===== config.mk =====
export PLATFORM = sky130hd
export DESIGN_NAME = writeback_stage_flat
export DESIGN_NICKNAME = d
export VERILOG_FILES = /design/src/rtl/writeback_stage_pkg.sv /design/src/rtl/writeback_stage_if.sv /design/src/rtl/writeback_stage_load_extract.sv /design/src/rtl/writeback_stage.sv /design/src/flat_wrapper.sv
export SDC_FILE = /design/constraint.sdc
export NUM_CORES = 1
export LEC_CHECK = 0
export ABC_AREA = 1
export BUFFER_PORTS_ARGS = -buffer_cell sky130_fd_sc_hd__buf_2
export CAP_MARGIN = 10
export CELL_PAD_IN_SITES_DETAIL_PLACEMENT = 0
export CELL_PAD_IN_SITES_GLOBAL_PLACEMENT = 2
export CORE_ASPECT_RATIO = 0.9
export CORE_MARGIN = 5
export CORE_UTILIZATION = 28
export DETAILED_ROUTE_END_ITERATION = 6
export PLACE_DENSITY_LB_ADDON = 0.08
export SLEW_MARGIN = 25
export SYNTH_ARGS = -nofsm -noshare
export SYNTH_HDL_FRONTEND = slang
export SYNTH_SLANG_ARGS = --single-unit

===== constraint.sdc =====
create_clock -name clk -period 2.3 [get_ports clk]
set_clock_uncertainty 0.2 [all_clocks]
set_input_delay 0.46 -clock clk [delete_from_list [all_inputs] [get_ports clk]]
set_output_delay 0.46 -clock clk [all_outputs]
set_load 0.01 [all_outputs]

===== src/rtl/writeback_stage_pkg.sv =====
// Shared CPU definitions for the write-back stage: result-source and load-type
// encodings, datapath widths and the MEM/WB pipeline register layout.
package cpu_pkg;

  localparam int DATA_W = 32;
  localparam int REG_W  = 5;

  typedef enum logic [1:0] {
    WB_ALU  = 2'd0,
    WB_MEM  = 2'd1,
    WB_LINK = 2'd2,
    WB_RSVD = 2'd3
  } wb_sel_e;

  typedef enum logic [2:0] {
    LD_W  = 3'd0,
    LD_B  = 3'd1,
    LD_BU = 3'd2,
    LD_H  = 3'd3,
    LD_HU = 3'd4
  } load_type_e;

  typedef struct packed {
    logic              valid;
    logic              reg_write;
    wb_sel_e           mem_to_reg;
    logic [REG_W-1:0]  write_register;
    logic [DATA_W-1:0] alu_out;
    logic [DATA_W-1:0] mem_data;
    logic [DATA_W-1:0] pc_plus4;
    logic [2:0]        load_type;
  } memwb_t;

endpackage


===== src/rtl/writeback_stage_if.sv =====
// MEM-stage inputs and register-file write port of the write-back stage.
interface writeback_stage_if;
  import cpu_pkg::*;

  logic              in_valid;
  logic              in_RegWrite;
  logic [1:0]        in_MemToReg;
  logic [REG_W-1:0]  in_Write_register;
  logic [DATA_W-1:0] in_ALU_out;
  logic [DATA_W-1:0] in_Mem_data;
  logic [DATA_W-1:0] in_PC_plus4;
  logic [2:0]        in_LoadType;

  logic              RegWrite;
  logic [REG_W-1:0]  Write_register;
  logic [DATA_W-1:0] Write_data;
  logic              Misaligned;
  logic [DATA_W-1:0] Retire_count;

  modport master (
    output in_valid, in_RegWrite, in_MemToReg, in_Write_register,
           in_ALU_out, in_Mem_data, in_PC_plus4, in_LoadType,
    input  RegWrite, Write_register, Write_data, Misaligned, Retire_count
  );

  modport slave (
    input  in_valid, in_RegWrite, in_MemToReg, in_Write_register,
           in_ALU_out, in_Mem_data, in_PC_plus4, in_LoadType,
    output RegWrite, Write_register, Write_data, Misaligned, Retire_count
  );

endinterface


===== src/rtl/writeback_stage_load_extract.sv =====
// Little-endian load data extraction with sign/zero extension and an
// alignment check; misaligned accesses return the aligned-down data.
module load_extract
  import cpu_pkg::*;
(
  input  logic [DATA_W-1:0] raw,
  input  logic [1:0]        off,
  input  logic [2:0]        load_type,
  output logic [DATA_W-1:0] data,
  output logic              misaligned
);

  logic [7:0]  byte_sel;
  logic [15:0] half_sel;

  always_comb begin
    byte_sel = raw[8*off +: 8];
    half_sel = off[1] ? raw[31:16] : raw[15:0];
  end

  always_comb begin
    data       = raw;
    misaligned = 1'b0;
    case (load_type)
      LD_B:  data = {{24{byte_sel[7]}}, byte_sel};
      LD_BU: data = {24'd0, byte_sel};
      LD_H: begin
        data       = {{16{half_sel[15]}}, half_sel};
        misaligned = off[0];
      end
      LD_HU: begin
        data       = {16'd0, half_sel};
        misaligned = off[0];
      end
      default: begin
        data       = raw;
        misaligned = (off != 2'd0);
      end
    endcase
  end

endmodule


===== src/rtl/writeback_stage.sv =====
// MEM/WB pipeline register and write-back datapath: result select, register
// file write gating, misaligned-load flag and retired-instruction counter.
module writeback_stage
  import cpu_pkg::*;
#(
  parameter int                DATA_W        = 32,
  parameter logic [DATA_W-1:0] RESET_PC_LINK = '0
) (
  input  logic               clk,
  input  logic               reset,
  input  logic               stall,
  input  logic               flush,
  writeback_stage_if.slave   bus
);

  memwb_t            r;
  logic [DATA_W-1:0] count;
  logic [DATA_W-1:0] load_data;
  logic              load_misaligned;
  logic              misaligned;
  logic [DATA_W-1:0] result;

  // Flush only has to kill the instruction; the other fields may hold stale data.
  always_ff @(posedge clk) begin
    if (reset) begin
      r          <= '0;
      r.pc_plus4 <= RESET_PC_LINK;
      count      <= '0;
    end else begin
      if (bus.in_valid && !stall) begin
        count <= count + 1'b1;
      end
      if (flush) begin
        r.valid     <= 1'b0;
        r.reg_write <= 1'b0;
      end else if (!stall) begin
        r.valid          <= bus.in_valid;
        r.reg_write      <= bus.in_RegWrite;
        r.mem_to_reg     <= wb_sel_e'(bus.in_MemToReg);
        r.write_register <= bus.in_Write_register;
        r.alu_out        <= bus.in_ALU_out;
        r.mem_data       <= bus.in_Mem_data;
        r.pc_plus4       <= bus.in_PC_plus4;
        r.load_type      <= bus.in_LoadType;
      end
    end
  end

  load_extract u_load_extract (
    .raw        (r.mem_data),
    .off        (r.alu_out[1:0]),
    .load_type  (r.load_type),
    .data       (load_data),
    .misaligned (load_misaligned)
  );

  always_comb begin
    case (r.mem_to_reg)
      WB_MEM:  result = load_data;
      WB_LINK: result = r.pc_plus4 + 32'd4;
      default: result = r.alu_out;
    endcase
  end

  assign misaligned = r.valid && (r.mem_to_reg == WB_MEM) && load_misaligned;

  // r0 is hardwired, so writes to it are dropped here rather than in the regfile.
  assign bus.RegWrite       = r.valid && r.reg_write &&
                              (r.write_register != '0) && !misaligned;
  assign bus.Write_register = r.write_register;
  assign bus.Write_data     = result;
  assign bus.Misaligned     = misaligned;
  assign bus.Retire_count   = count;

endmodule


===== src/flat_wrapper.sv =====
// flat-port wrapper written by rule: the top's interface ports become plain ports
module writeback_stage_flat import cpu_pkg::*;
#(
  parameter int                DATA_W        = 32,
  parameter logic [DATA_W-1:0] RESET_PC_LINK = '0
)
  (clk, reset, stall, flush, bus_in_valid, bus_in_RegWrite, bus_in_MemToReg, bus_in_Write_register, bus_in_ALU_out, bus_in_Mem_data, bus_in_PC_plus4, bus_in_LoadType, bus_RegWrite, bus_Write_register, bus_Write_data, bus_Misaligned, bus_Retire_count);
  writeback_stage_if bus_i ();
  input  logic clk;
  input  logic reset;
  input  logic stall;
  input  logic flush;
  input wire logic [$bits(bus_i.in_valid)-1:0] bus_in_valid;
  input wire logic [$bits(bus_i.in_RegWrite)-1:0] bus_in_RegWrite;
  input wire logic [$bits(bus_i.in_MemToReg)-1:0] bus_in_MemToReg;
  input wire logic [$bits(bus_i.in_Write_register)-1:0] bus_in_Write_register;
  input wire logic [$bits(bus_i.in_ALU_out)-1:0] bus_in_ALU_out;
  input wire logic [$bits(bus_i.in_Mem_data)-1:0] bus_in_Mem_data;
  input wire logic [$bits(bus_i.in_PC_plus4)-1:0] bus_in_PC_plus4;
  input wire logic [$bits(bus_i.in_LoadType)-1:0] bus_in_LoadType;
  output wire logic [$bits(bus_i.RegWrite)-1:0] bus_RegWrite;
  output wire logic [$bits(bus_i.Write_register)-1:0] bus_Write_register;
  output wire logic [$bits(bus_i.Write_data)-1:0] bus_Write_data;
  output wire logic [$bits(bus_i.Misaligned)-1:0] bus_Misaligned;
  output wire logic [$bits(bus_i.Retire_count)-1:0] bus_Retire_count;
  assign bus_i.in_valid = bus_in_valid;
  assign bus_i.in_RegWrite = bus_in_RegWrite;
  assign bus_i.in_MemToReg = bus_in_MemToReg;
  assign bus_i.in_Write_register = bus_in_Write_register;
  assign bus_i.in_ALU_out = bus_in_ALU_out;
  assign bus_i.in_Mem_data = bus_in_Mem_data;
  assign bus_i.in_PC_plus4 = bus_in_PC_plus4;
  assign bus_i.in_LoadType = bus_in_LoadType;
  assign bus_RegWrite = bus_i.RegWrite;
  assign bus_Write_register = bus_i.Write_register;
  assign bus_Write_data = bus_i.Write_data;
  assign bus_Misaligned = bus_i.Misaligned;
  assign bus_Retire_count = bus_i.Retire_count;
  writeback_stage #(.DATA_W(DATA_W), .RESET_PC_LINK(RESET_PC_LINK)) u_core (.clk(clk), .reset(reset), .stall(stall), .flush(flush), .bus(bus_i));
endmodule

==> run_results.csv <==
group,metric,value,unit
outcome,status,"complete, but fails checks",
outcome,violations,"setup timing",
detailed_routing,vias,8940,
cts,ctsHtreeMaxLevel,4,
synth,synth_area_leaders,"dfxtp_1 36%, nand2_1 18%, nor2_1 12%",
synth,syn_inst,1311,
floorplan,fp.dieH,168.9,microns
timing,setup_ws,-0.3599,ns
worst_setup_path,worstPathCellList,"nor2_4 > nand2_4 > nand2_4 > nor2_4 > buf_12 > buf_12 > a21oi_4 > nand2_2 > a21oi_2 > buf_2",
cts,cts_tree,"built",
detailed_routing,antenna_left,0,
detailed_routing,via_per_inst,4.676,
timing,finalHoldViolCount,0,
global_routing,antenna_found_initial,6,
timing,setup_viol,34,
worst_setup_path,crit_required,1.64,ns
timing,max_slew_margin,57.81,%
final_layout,area_growth_syn_to_layout,41.84,%
synth,syn_area,7853,sq um
cts,cts_inserted_buffers,17,
final_layout,multi_input_area,5021,sq um
worst_setup_path,crit_slowest_cell,"dfxtp_4",
floorplan,rows,58,
synth,yosysUniqueCellTypes,33,
worst_setup_path,cp.arrival,2.00,ns
power_and_ir_drop,power_density,611.2,nW/um^2
floorplan,start_util,28.25,%
final_layout,fillers,3070,
worst_setup_path,critPathMaxStageDelay,0.38,ns
detailed_routing,drt_first_pass_iters,4,
floorplan,io_pins,183,
power_and_ir_drop,p_leak,4.923,nW
final_layout,drive_gt1_share,31.74,%
worst_setup_path,path_buf_inv,3,
worst_setup_path,critPathMaxFanout,13,
timing,period_share,115.6,%
placed_design,gp_congestion,0.8508,
worst_setup_path,crit_path_end_kind,"output port",
synth,ys_seq_area_share,35.69,%
hold_path,min_path_type,"in -> reg",
detailed_routing,avgRoutedWirePerCell,16.82,microns
final_layout,nets,1654,
timing,fmax,0.3760,GHz
timing,period_needed,2.660,ns
global_routing,grt_pass1_wl,50.16,mm
detailed_routing,drc,0,
cts,cts_root_buffer,"clkbuf_16",
synth,yosys.area.top_type_share,35.69,%
detailed_routing,first_iter_violations,396,
synth,synth.ff_latch_count,140,
floorplan,coreArea,27790,sq um
global_routing,grt_max_degree,56,
power_and_ir_drop,finalPower,0.006808,W
floorplan,die_w,186.5,microns
placed_design,portBuffers,182,
synth,synth_top_cell_by_area,"dfxtp_1",
global_routing,grt.overflow.total,0,
cts,clk_pin_slew,0.06,ns
floorplan,dieArea,31500,sq um
timing,rsz0062_at_grt,"yes",
global_routing,grt_util_all_layers,20.01,%
cts,holdBufCountCts,0,
cts,clk_latency,0.43,ns
synth,syn_avg_cell_area,5.990,sq um
cts,cts_sinks,140,
detailed_routing,drt_wl_total,32.15,mm
power_and_ir_drop,ir_drop,0.0004789,V
synth,synth_fp_nets,1427,
timing,worst_slew_pin_slew,0.6328,ns
job,max_cap_viol_count,0,
final_layout,finish.utilization,40.07,%
worst_setup_path,cp_top_family,"simple AND/OR/NAND/NOR gates",
final_layout,final_area,11140,sq um
worst_setup_path,critPathKind,"reg -> out",
global_routing,grt_pass1_vias,8750,
final_layout,regArea,2855,sq um
worst_setup_path,critPathLaunchType,"flip-flop",
placed_design,post_dp_cell_area,9703,sq um
synth,yosys_warnings,0,
placed_design,post-dp-hpwl,24.25,mm
timing,final_max_slew_viol_count,0,
cts,cts_buffer_depth,2,
[path summary, 6_finish.rpt]
check	start	end	slack [ns]	cells past startpoint
min	bus_in_Write_register[4]	u_core.bus.Write_register[4]$_SDFFE_PP0P_	0.05	3
min reg2reg	u_core.r[106]$_SDFFE_PP0N_	u_core.r[106]$_SDFFE_PP0N_	0.27	2
max reg2reg	u_core.bus.Retire_count[1]$_SDFFE_PP0P_	u_core.bus.Retire_count[24]$_SDFFE_PP0P_	0.25	8
max	u_core.r[1]$_SDFFE_PP0P_	bus_Write_data[7]	-0.36	10
[synth_stat cells]
library cell,n
a21oi_1,109
a31oi_1,1
and3_1,1
buf_1,2
buf_2,5
buf_4,7
clkbuf_1,51
clkinv_1,3
dfxtp_1,140
ha_1,4
inv_1,92
inv_2,5
nand2_1,378
nand2_2,4
nand3_1,74
nand3_2,2
nand3b_1,6
nand4_1,1
nor2_1,254
nor2_2,4
nor2_4,2
nor3_1,9
nor3_2,2
nor3_4,1
nor3b_1,1
o211ai_1,2
o21a_1,3
o21ai_0,130
o21ai_1,3
o21ba_2,1
o21bai_1,5
or2_2,6
xor2_1,3
[stage by stage]
stage               setup WS [ns]  cells  TNS (ns)  hold slack (ns)
floorplan                  0.2228   1311         0           0.2390
global placement          -0.1229   1872   -0.8008           0.2527
detailed placement        -0.1393   1872   -0.9499           0.2565
CTS                       -0.3669   1905    -10.86          0.03519
global route              -0.4488   1912    -13.89          0.04181
finish                    -0.3599   1912    -9.990          0.05103
[worst register-to-register path: stages (launching register included)]
cell and delay (ns):
dfxtp_1 0.43, ha_2 0.26, inv_1 0.09, nor3_2 0.25, nand3_2 0.18, nor2_4 0.20
nand2_1 0.12, nor3_1 0.14, nor2_1 0.06
[routing by layer]
layer	wire (microns)	track usage, %	vias up
met5	53	0	-
met4	420	4.435	8
met3	1628	4.722	27
met2	13650	30.01	205
met1	16400	29.26	4072
li1	-	-	4628
[cells in the final DEF, fill, tap and decap left out, drive strengths merged, types with 2 or more instances in the layout]
master / netlist / routed
o21bai: 5 / 5
clkinvlp: 0 / 4
xor2: 3 / 3
inv: 97 / 98
ha: 4 / 4
o211ai: 2 / 2
bufinv: 0 / 2
nor3: 12 / 12
dfxtp: 140 / 140
or2: 6 / 6
nand2: 382 / 382
o21a: 3 / 3
nor2: 260 / 260
buf: 14 / 272
clkinv: 3 / 7
nand3b: 6 / 6
diode: 0 / 2
a21oi: 109 / 109
clkbuf: 51 / 21
o21ai: 133 / 133
nand3: 76 / 76
[cell families (layout without fill, tap and decap cells)]
family                     count (synthesis)  in the layout  share of synthesized area (%)
AOI/OAI and AO/OA                        254            254                          16.59
adders and majority gates                  4              4                         0.6374
DFF                                      140            140                          35.69
xor gates and xnor gates                   3              3                         0.3347
and+or+nand+nor                          745            745                          38.45
buffers and inverters                    165            404                          8.301
other                                      0              2                              0
[area by class of cell]
class / instances / area share (%)
sequential: 140 / 25.63
clock inverter: 11 / 1.067
multi-input combinational: 1006 / 45.08
tap: 360 / 4.044
antenna: 2 / 0.04493
inverter: 100 / 3.482
timing repair buffer: 273 / 16.46
clock buffer: 20 / 4.190
[report_power, final]
group          leakage, nW  internal (W)  switching [W]  total (W)
Sequential            1.16       0.00255       0.000104    0.00266
Combinational         3.48      0.000541       0.000803    0.00134
Clock                0.280       0.00167        0.00113    0.00281
[flip-flops by register name, indices dropped and copies added, names as in the netlist]
| name | cells |
|---|---|
| u_core.bus.Retire_count | 32 |
| u_core.bus.Write_register | 5 |
| u_core.r | 103 |
[repair_timing]
| item | in CTS | in global routing |
|---|---|---|
| resized for setup | 136 | 97 |
| gates cloned | 0 | 1 |
| pin swaps | 25 | 29 |
| setup endpoints to repair | 34 | 37 |
| buffers inserted | 2 | 5 |
Note: power is estimated with default switching activity, not from simulation.
